**src/rtl/lcd_timing_driver.sv**
```systemverilog
// rtl/lcd_timing_driver.sv - LCD/VGA pixel timing master with coordinate requests; colour bars under LCD_TEST_PATTERN_EN
module lcd_timing_driver #(
  parameter int H_SYNC   = 96,
  parameter int H_BACK   = 48,
  parameter int H_DISP   = 640,
  parameter int H_FRONT  = 16,
  parameter int V_SYNC   = 2,
  parameter int V_BACK   = 33,
  parameter int V_DISP   = 480,
  parameter int V_FRONT  = 10,
  parameter int DATA_LAT = 1
) (
  input  logic        iCLK,
  input  logic        iRST_N,
  input  logic [23:0] lcd_data,
`ifdef LCD_TEST_PATTERN_EN
  input  logic        test_en,
`endif
  output logic        lcd_request,
  output logic [10:0] lcd_xpos,
  output logic [10:0] lcd_ypos,
  output logic        lcd_hs,
  output logic        lcd_vs,
  output logic        lcd_de,
  output logic [23:0] lcd_rgb,
  output logic        lcd_frame_start
);

  // All timing arithmetic is done at 11 bits, matching the counters.
  localparam logic [10:0] L_H_SYNC  = 11'(H_SYNC);
  localparam logic [10:0] L_V_SYNC  = 11'(V_SYNC);
  localparam logic [10:0] L_H_TOTAL = 11'(H_SYNC + H_BACK + H_DISP + H_FRONT);
  localparam logic [10:0] L_V_TOTAL = 11'(V_SYNC + V_BACK + V_DISP + V_FRONT);
  localparam logic [10:0] L_H_START = 11'(H_SYNC + H_BACK);
  localparam logic [10:0] L_H_END   = 11'(H_SYNC + H_BACK + H_DISP);
  localparam logic [10:0] L_V_START = 11'(V_SYNC + V_BACK);
  localparam logic [10:0] L_V_END   = 11'(V_SYNC + V_BACK + V_DISP);
  // Requests lead the displayed pixel by the source read latency.
  localparam logic [10:0] L_REQ_BEG = 11'(H_SYNC + H_BACK - DATA_LAT);
  localparam logic [10:0] L_REQ_END = 11'(H_SYNC + H_BACK + H_DISP - DATA_LAT);

  logic [10:0] r_hcnt;
  logic [10:0] r_vcnt;
  logic        r_hs;
  logic        r_vs;
  logic        r_de;
  logic [23:0] r_rgb;
  logic        r_frame_start;

  logic        w_h_last;
  logic        w_v_last;
  logic        w_v_act;
  logic        w_req_win;
  logic        w_de_int;
  logic [23:0] w_pix;

  assign w_h_last  = (r_hcnt == L_H_TOTAL - 11'd1);
  assign w_v_last  = (r_vcnt == L_V_TOTAL - 11'd1);
  assign w_v_act   = (r_vcnt >= L_V_START) && (r_vcnt < L_V_END);
  assign w_req_win = w_v_act && (r_hcnt >= L_REQ_BEG) && (r_hcnt < L_REQ_END);
  assign w_de_int  = w_v_act && (r_hcnt >= L_H_START) && (r_hcnt < L_H_END);

  assign lcd_request = w_req_win;
  assign lcd_xpos    = w_req_win ? (r_hcnt - L_REQ_BEG) : 11'd0;
  assign lcd_ypos    = w_req_win ? (r_vcnt - L_V_START) : 11'd0;

`ifdef LCD_TEST_PATTERN_EN
  localparam int          BAR_W   = (H_DISP / 8 > 0) ? (H_DISP / 8) : 1;
  localparam logic [10:0] L_BAR_W = 11'(BAR_W);

  logic [10:0] w_col;
  logic [10:0] w_bar;
  logic [23:0] w_bar_rgb;

  // Bar index comes from the display column itself, so it lines up with DE regardless of source latency.
  assign w_col = r_hcnt - L_H_START;
  assign w_bar = w_col / L_BAR_W;

  // Map bar index to colour: white, yellow, cyan, green, magenta, red, blue, black.
  always_comb begin
    w_bar_rgb = 24'h000000;
    case (w_bar)
      11'd0:   w_bar_rgb = 24'hFFFFFF;
      11'd1:   w_bar_rgb = 24'hFFFF00;
      11'd2:   w_bar_rgb = 24'h00FFFF;
      11'd3:   w_bar_rgb = 24'h00FF00;
      11'd4:   w_bar_rgb = 24'hFF00FF;
      11'd5:   w_bar_rgb = 24'hFF0000;
      11'd6:   w_bar_rgb = 24'h0000FF;
      default: w_bar_rgb = 24'h000000;
    endcase
  end

  assign w_pix = test_en ? w_bar_rgb : lcd_data;
`else
  assign w_pix = lcd_data;
`endif

  // Horizontal and vertical counters; both wrap together at the frame end.
  always_ff @(posedge iCLK or negedge iRST_N) begin
    if (!iRST_N) begin
      r_hcnt <= 11'd0;
      r_vcnt <= 11'd0;
    end else if (w_h_last) begin
      r_hcnt <= 11'd0;
      r_vcnt <= w_v_last ? 11'd0 : (r_vcnt + 11'd1);
    end else begin
      r_hcnt <= r_hcnt + 11'd1;
    end
  end

  // Panel pins, registered one clock behind the counters; RGB is blanked outside the display window.
  always_ff @(posedge iCLK or negedge iRST_N) begin
    if (!iRST_N) begin
      r_hs          <= 1'b1;
      r_vs          <= 1'b1;
      r_de          <= 1'b0;
      r_rgb         <= 24'd0;
      r_frame_start <= 1'b0;
    end else begin
      r_hs          <= !(r_hcnt < L_H_SYNC);
      r_vs          <= !(r_vcnt < L_V_SYNC);
      r_de          <= w_de_int;
      r_rgb         <= w_de_int ? w_pix : 24'd0;
      r_frame_start <= (r_hcnt == 11'd0) && (r_vcnt == 11'd0);
    end
  end

  assign lcd_hs          = r_hs;
  assign lcd_vs          = r_vs;
  assign lcd_de          = r_de;
  assign lcd_rgb         = r_rgb;
  assign lcd_frame_start = r_frame_start;

endmodule
```
**config.mk**
```make
export PLATFORM = sky130hd
export DESIGN_NAME = lcd_timing_driver
export DESIGN_NICKNAME = d
export VERILOG_FILES = /design/src/rtl/lcd_timing_driver.sv
export SDC_FILE = /design/constraint.sdc
export NUM_CORES = 1
export LEC_CHECK = 0
export ABC_AREA = 1
export BUFFER_PORTS_ARGS = -buffer_cell sky130_fd_sc_hd__buf_4
export CAP_MARGIN = 20
export CORE_MARGIN = 10
export CORE_UTILIZATION = 59
export CTS_BUF_LIST = sky130_fd_sc_hd__clkbuf_4
export DETAILED_ROUTE_END_ITERATION = 10
export PLACE_DENSITY = 0.88
export SETUP_SLACK_MARGIN = 0.05
export SKIP_LAST_GASP = 1
export SLEW_MARGIN = 5
export SYNTH_ARGS = -nofsm -noshare
export SYNTH_HDL_FRONTEND = slang
export SYNTH_SLANG_ARGS = --single-unit
```
**constraint.sdc**
```tcl
create_clock -name iCLK -period 2.8 [get_ports iCLK]
set_input_delay 0.14 -clock iCLK [delete_from_list [all_inputs] [get_ports iCLK]]
set_output_delay 0.14 -clock iCLK [all_outputs]
set_load 0.05 [all_outputs]
```
## After elaboration in Yosys (flattened, before gate mapping)

Cells that the tools add are included.

| word-level totals | value |
|---|---|
| register bits after elaboration | 50 |
| bits of input ports | 26 |
| output and inout port bits | 51 |
| logic and storage cells | 36 |

| operators by class | value |
|---|---|
| add/subtract/negate cells | 4 |
| reduce and logical (&&, ||, !) cells | 10 |
| mux-type cells | 5 |
| equal/unequal tests | 2 |
| magnitude comparators | 8 |

Operators by type and width:

| cell | number |
|---|---|
| $mux 11 | 4 |
| $lt 11x10->1 const B | 3 |
| $mux 24 | 1 |
| $add 11x1->11 const B | 2 |
| $eq 11x10->1 const B | 2 |
| $ge 11x8->1 const B | 2 |
| $logic_not 11->1 | 2 |
| $ge 11x6->1 const B | 1 |
| $lt 11x2->1 const B | 1 |
| $lt 11x7->1 const B | 1 |
| $sub 11x6->11 const B | 1 |
| $sub 11x8->11 const B | 1 |
| $logic_and 1x1->1 | 6 |
| $logic_not 1->1 | 2 |

## Longest topological paths before layout

| logic depth | value |
|---|---|
| depth in word-level cells | 5 |
| depth in mapped cells | 11 |
| gate-level depth less buffers | 9 |

## Least setup slack after synthesis

Ideal clock, no wire load.

| timing | value |
|---|---|
| path kind | register to output |
| start point | register r_hcnt[0] |
| end point | output port lcd_ypos[1] |
| required time | 2.660 ns |
| path buffers | 1 |
| cell stages (with the launch flop) | 9 |
| slack | 0.676 ns |
| arrival time | 1.984 ns |
| cell sequence | dfrtp_1 -> ha_1 -> nand3_2 -> nor2_1 -> nor2_1 -> a21oi_2 -> nand2_4 -> buf_6 -> nor2_1 |

| on the way | value |
|---|---|
| longest elaborated chain between the ends | 4 |
| elaborated cells on any way between the ends | 5 |
| those cells by class | order compare (2); mux (1); reduce/logical (2) |

RTL lines:

| element | RTL line | source |
|---|---|---|
| from (decl) | 42 | `logic [10:0] r_hcnt;` |
| from (signal assigned) | 108 | `r_hcnt <= r_hcnt + 11'd1;` |
| $ge 11x8->1 | 60 | `assign w_req_win = w_v_act && (r_hcnt >= L_REQ_BEG) && (r_hcnt < L_REQ_END);` |
| $logic_and 1x1->1 | 60 |  |
| $logic_and 1x1->1 * | 60 |  |
| $mux 11 * | 65 | `assign lcd_ypos = w_req_win ? (r_vcnt - L_V_START) : 11'd0;` |
| to (decl) | 21 | `output logic [10:0] lcd_ypos,` |

Every way passes the cells marked *; elsewhere a longest branch is shown, timed or not.

## Final worst setup path

| timing | value |
|---|---|
| start point | register r_hcnt[0] |
| end point | output port lcd_xpos[2] |

| on the way | value |
|---|---|
| longest elaborated chain between the ends | 4 |
| elaborated cells on any way between the ends | 6 |
| those cells by class | add/sub (1); order compare (2); mux (1); reduce/logical (2) |

RTL lines:

| element | RTL line | source |
|---|---|---|
| $ge 11x8->1 | 60 |  |
| $logic_and 1x1->1 (2 in a row) | 60 |  |
| $mux 11 * | 64 | `assign lcd_xpos = w_req_win ? (r_hcnt - L_REQ_BEG) : 11'd0;` |
| to (decl) | 20 | `output logic [10:0] lcd_xpos,` |

Marked as above.

==> impl_results.md <==
- I/O Buffers: 76
- Net Sw Frac: 22.5%
- CTS H-Tree Depth: 2
- Hold crit path type: input pin to flop
- Site Rows: 25
- RSZ-0062 raised after global routing: false
- Mean post-synth cell area: 7.88 sq um
- CTS max path bufs: 2
- Initial DRC count: 237
- Core Area: 4750 sq um
- Hold Vio Cnt, Final: 0
- Post-Synth Adder-Cell Area: ~1.7%
- Tcrit/Tclk final: a little under 90%
- Final setup fails: 0
- Worst Setup SP: r_hcnt[0]
- Worst reg2reg startpoint: r_hcnt[0]
- Root buffer cell: clkbuf_4
- Routability cong.: between 0.9 and 1
- Max-Cap Viols: 0
- Largest net degree at the start of global routing: 51
- Reg-to-Reg End: r_vcnt[5]
- #FFs+latches synth: 50
- First-pass GRT wire length: 14100 microns
- Part of the Yosys area used for sequential elements: 43.2%
- Multi-input logic area: 1260 sq um
- Mapped Area: 2900 sq um
- Relative slew slack: 58.9%
- Initial antenna violation count: 0
- Die Span Y: 90.1 microns
- FF+latch area: 1250 sq um
- Net Count, Synth: 398
- Post-Synth XOR/XNOR Area: 6.65%
- Outcome: finished clean
- Commonest non-fill, non-tap cells in the layout: 76 x buf_4, 67 x inv_1, 63 x nand2_1, 58 x nor2_1, 48 x dfrtp_1
- Pre-CTS WS: ~850 ps
- Pwr dens: 333 nW/um^2
- Share of layout cells above drive strength 1: 27.3%
- Distinct cell type count after synthesis: 33
- Clock slew at reported path FFs: 150 ps
- Crit end category: primary output
- Comb pwr share: 6.4%
- Grt ovf: 0
- Maximum vdd drop: 0.312 mV
- Synth Warn #: 0
- Lkg Pwr: 2.22 nW
- Max Freq: 0.400 GHz
- Fillers: about 320
- Dpl cells: 499
- Largest family of logic cells by synthesized area: simple AND/OR/NAND/NOR gates
- Nets: 491
- CTS tree: done
- Commonest non-fill, non-tap cell in the layout: buf_4
- Worst-path cell chain: ha_1 -> nand3_2 -> nor2_1 -> nor2_1 -> a21oi_2 -> nand2_4 -> nor2_1 -> buf_4
- Final Max Slew Viols: 0
- All-Layer GR Usage: 21.1%
- DRC violations left: 0
- Clk sink count: 50
- Tmin final: 2500 ps
- Final setup margin: 298 ps
- Slowest stage delay, CP: 480 ps
- Synth Area in Compound Gates: 2.85%
- DR pass1 iterations: 4
- Sequential power share: 58.0%
- Clock network power share: 35.6%
- CP Launch Type: flop
- Slowest CP cell: dfrtp_1
- Worst endpoint required time: 2660 ps
- Clk_lat worst skew: around 380 ps
- Multiplexer share of the synthesized area: 0%
- Setup Skew: 13.8 ps
- CTS resizes: 0
- # IOs: 77
- Critical path endpoint: lcd_xpos[2]
- Via count: 2685
- Post-DP HPWL: 5640 microns
- Initial Utilization: 61.0%
- Post-Syn Instances: 368
- CP Max Fanout: 23
- Worst EP arrival: 2360 ps
- Internal power: 0.000965 W
- Vias/cell: 5.08
- Post-CTS Setup Bufs: 0
- Die width: 90.1 microns
- Setup TNS: 0 ps
- Antenna-violating nets left: 0
- DRT Wirelength: approximately 8500 microns
- Synth-to-Final Area Change: 29.1%
- CP most frequent cell: nor2_1
- R2R cell count: 7
- Wire per inst: 16.1 microns
- Final Non-Filler Cells: 529
- Number of buffers created by CTS: 5
- Sw power: between 0.0002 and 0.0003 W
- Final core occ: between 70 and 80%
- Post-CTS Hold Buffers: 21
- Die area: 8120 sq um
- Number of global-route vias before repair: 2792
- Simple-gate share of the synthesized area: 32.3%
- Antenna diode count: 0
- Critical path class: flop to primary output
- Worst Tran Pin Value: 617 ps
- Setup slack, reg-to-reg: 900 ps
[Yosys cell counts]
| library cell | count | area [sq um] |
|---|---|---|
| buf_6 | 4 | 45.0 |
| nand3_1 | 17 | 85.1 |
| dfstp_2 | 2 | 52.6 |
| nor2_2 | 20 | 125 |
| nand2_4 | 2 | 22.5 |
| nand3b_1 | 1 | 7.51 |
| nand2_1 | 63 | 236 |
| nand4_1 | 8 | 50.1 |
| a21oi_1 | 1 | 5.00 |
| buf_12 | 1 | 20.0 |
| inv_2 | 4 | 15.0 |
| o211ai_1 | 2 | 15.0 |
| nand3_2 | 3 | 30.0 |
| buf_8 | 1 | 15.0 |
| nor2_1 | 58 | 218 |
| dfrtp_1 | 48 | 1200 |
| ha_1 | 4 | 50.1 |
| nor3_4 | 1 | 16.3 |
| nor3_1 | 12 | 60.1 |
| o21ai_1 | 1 | 5.00 |
| nor3b_1 | 1 | 7.51 |
| buf_2 | 4 | 20.0 |
| buf_4 | 1 | 7.51 |
| nor2_4 | 5 | 56.3 |
| a21oi_2 | 2 | 17.5 |
| clkbuf_2 | 1 | 5.00 |
| clkinv_1 | 1 | 3.75 |
| o21ai_0 | 8 | 40.0 |
| nand2_2 | 1 | 6.26 |
| nor3_2 | 1 | 10.0 |
| or2_2 | 1 | 6.26 |
| xor2_1 | 22 | 193 |
| inv_1 | 67 | 251 |
[critical path, delay by kind of cell, from the launching register on]
kind,cells,cell delay [ps]
simple gates,5,860
compound gates,1,160
buf+inv,1,240
fa+ha+maj,1,240
flops,1,480
[flip-flops by register name, summed over array words and instances (netlist names)]
| name | count |
|---|---|
| lcd_de | 1 |
| r_hcnt | 11 |
| lcd_frame_start | 1 |
| lcd_hs | 1 |
| lcd_rgb | 24 |
| lcd_vs | 1 |
| r_vcnt | 11 |
[per-layer routing]
layer	global-route usage, %	wire length (microns)
met2	36.6	4120
met5	0	0
met3	8.31	927
met1	23.4	3330
met4	5.84	134
[power groups by stage]
| stage | logic [W] | registers [W] | clock network, W |
|---|---|---|---|
| 6_report | 0.0000792 | 0.000722 | 0.000443 |
| 5_1_grt | 0.0000855 | 0.000723 | 0.000463 |
| 4_1_cts | 0.0000740 | 0.000722 | 0.000438 |
| 3_5_place_dp | 0.0000508 | 0.000736 | 0 |
| 3_3_place_gp | 0.0000490 | 0.000736 | 0 |
| 2_1_floorplan | 0.00000977 | 0.000736 | 0 |
[logic make-up (layout without fill, tap and decap cells)]
| kind of cell | after synthesis | after routing |
|---|---|---|
| xor+xnor | 22 | 22 |
| fa+ha+maj | 4 | 4 |
| compound gates | 14 | 14 |
| buf+inv | 84 | 178 |
| simple gates | 194 | 194 |
| flops | 50 | 50 |
[area by class of cell]
cell class / instances / area share (%)
multi-input cells: 234 / 33.7
flip-flops and latches: 50 / 33.5
repair buffers: 98 / 21.1
inverters: 72 / 7.22
well taps: 67 / 2.24
clock buffers: 6 / 1.20
clock inverters: 2 / 1.00
[through the flow]
| step | hold slack, ps | cell area (sq um) | power, W |
|---|---|---|---|
| 2_1_floorplan | -156 | 2900 | 0.000746 |
| 3_3_place_gp | 187 | 3440 | 0.000785 |
| 3_5_place_dp | 191 | 3440 | 0.000787 |
| 4_1_cts | 0.418 | 3730 | 0.00123 |
| 5_1_grt | 9.03 | 3740 | 0.00127 |
| 6_report | 18.6 | 3740 | 0.00125 |
[worst min path at each step]
stage	start	slack [ps]	end	cells after the start
6_report	lcd_data[4]	20	lcd_rgb[4]	3
5_1_grt	lcd_data[4]	9	lcd_rgb[4]	3
4_1_cts	lcd_data[11]	0.4	lcd_rgb[11]	3
3_5_place_dp	iRST_N	190	lcd_rgb[4]	1
3_3_place_gp	iRST_N	190	lcd_rgb[12]	1
2_1_floorplan	iRST_N	-160	lcd_de	0
No activity file was read; power rests on OpenSTA's default activity.
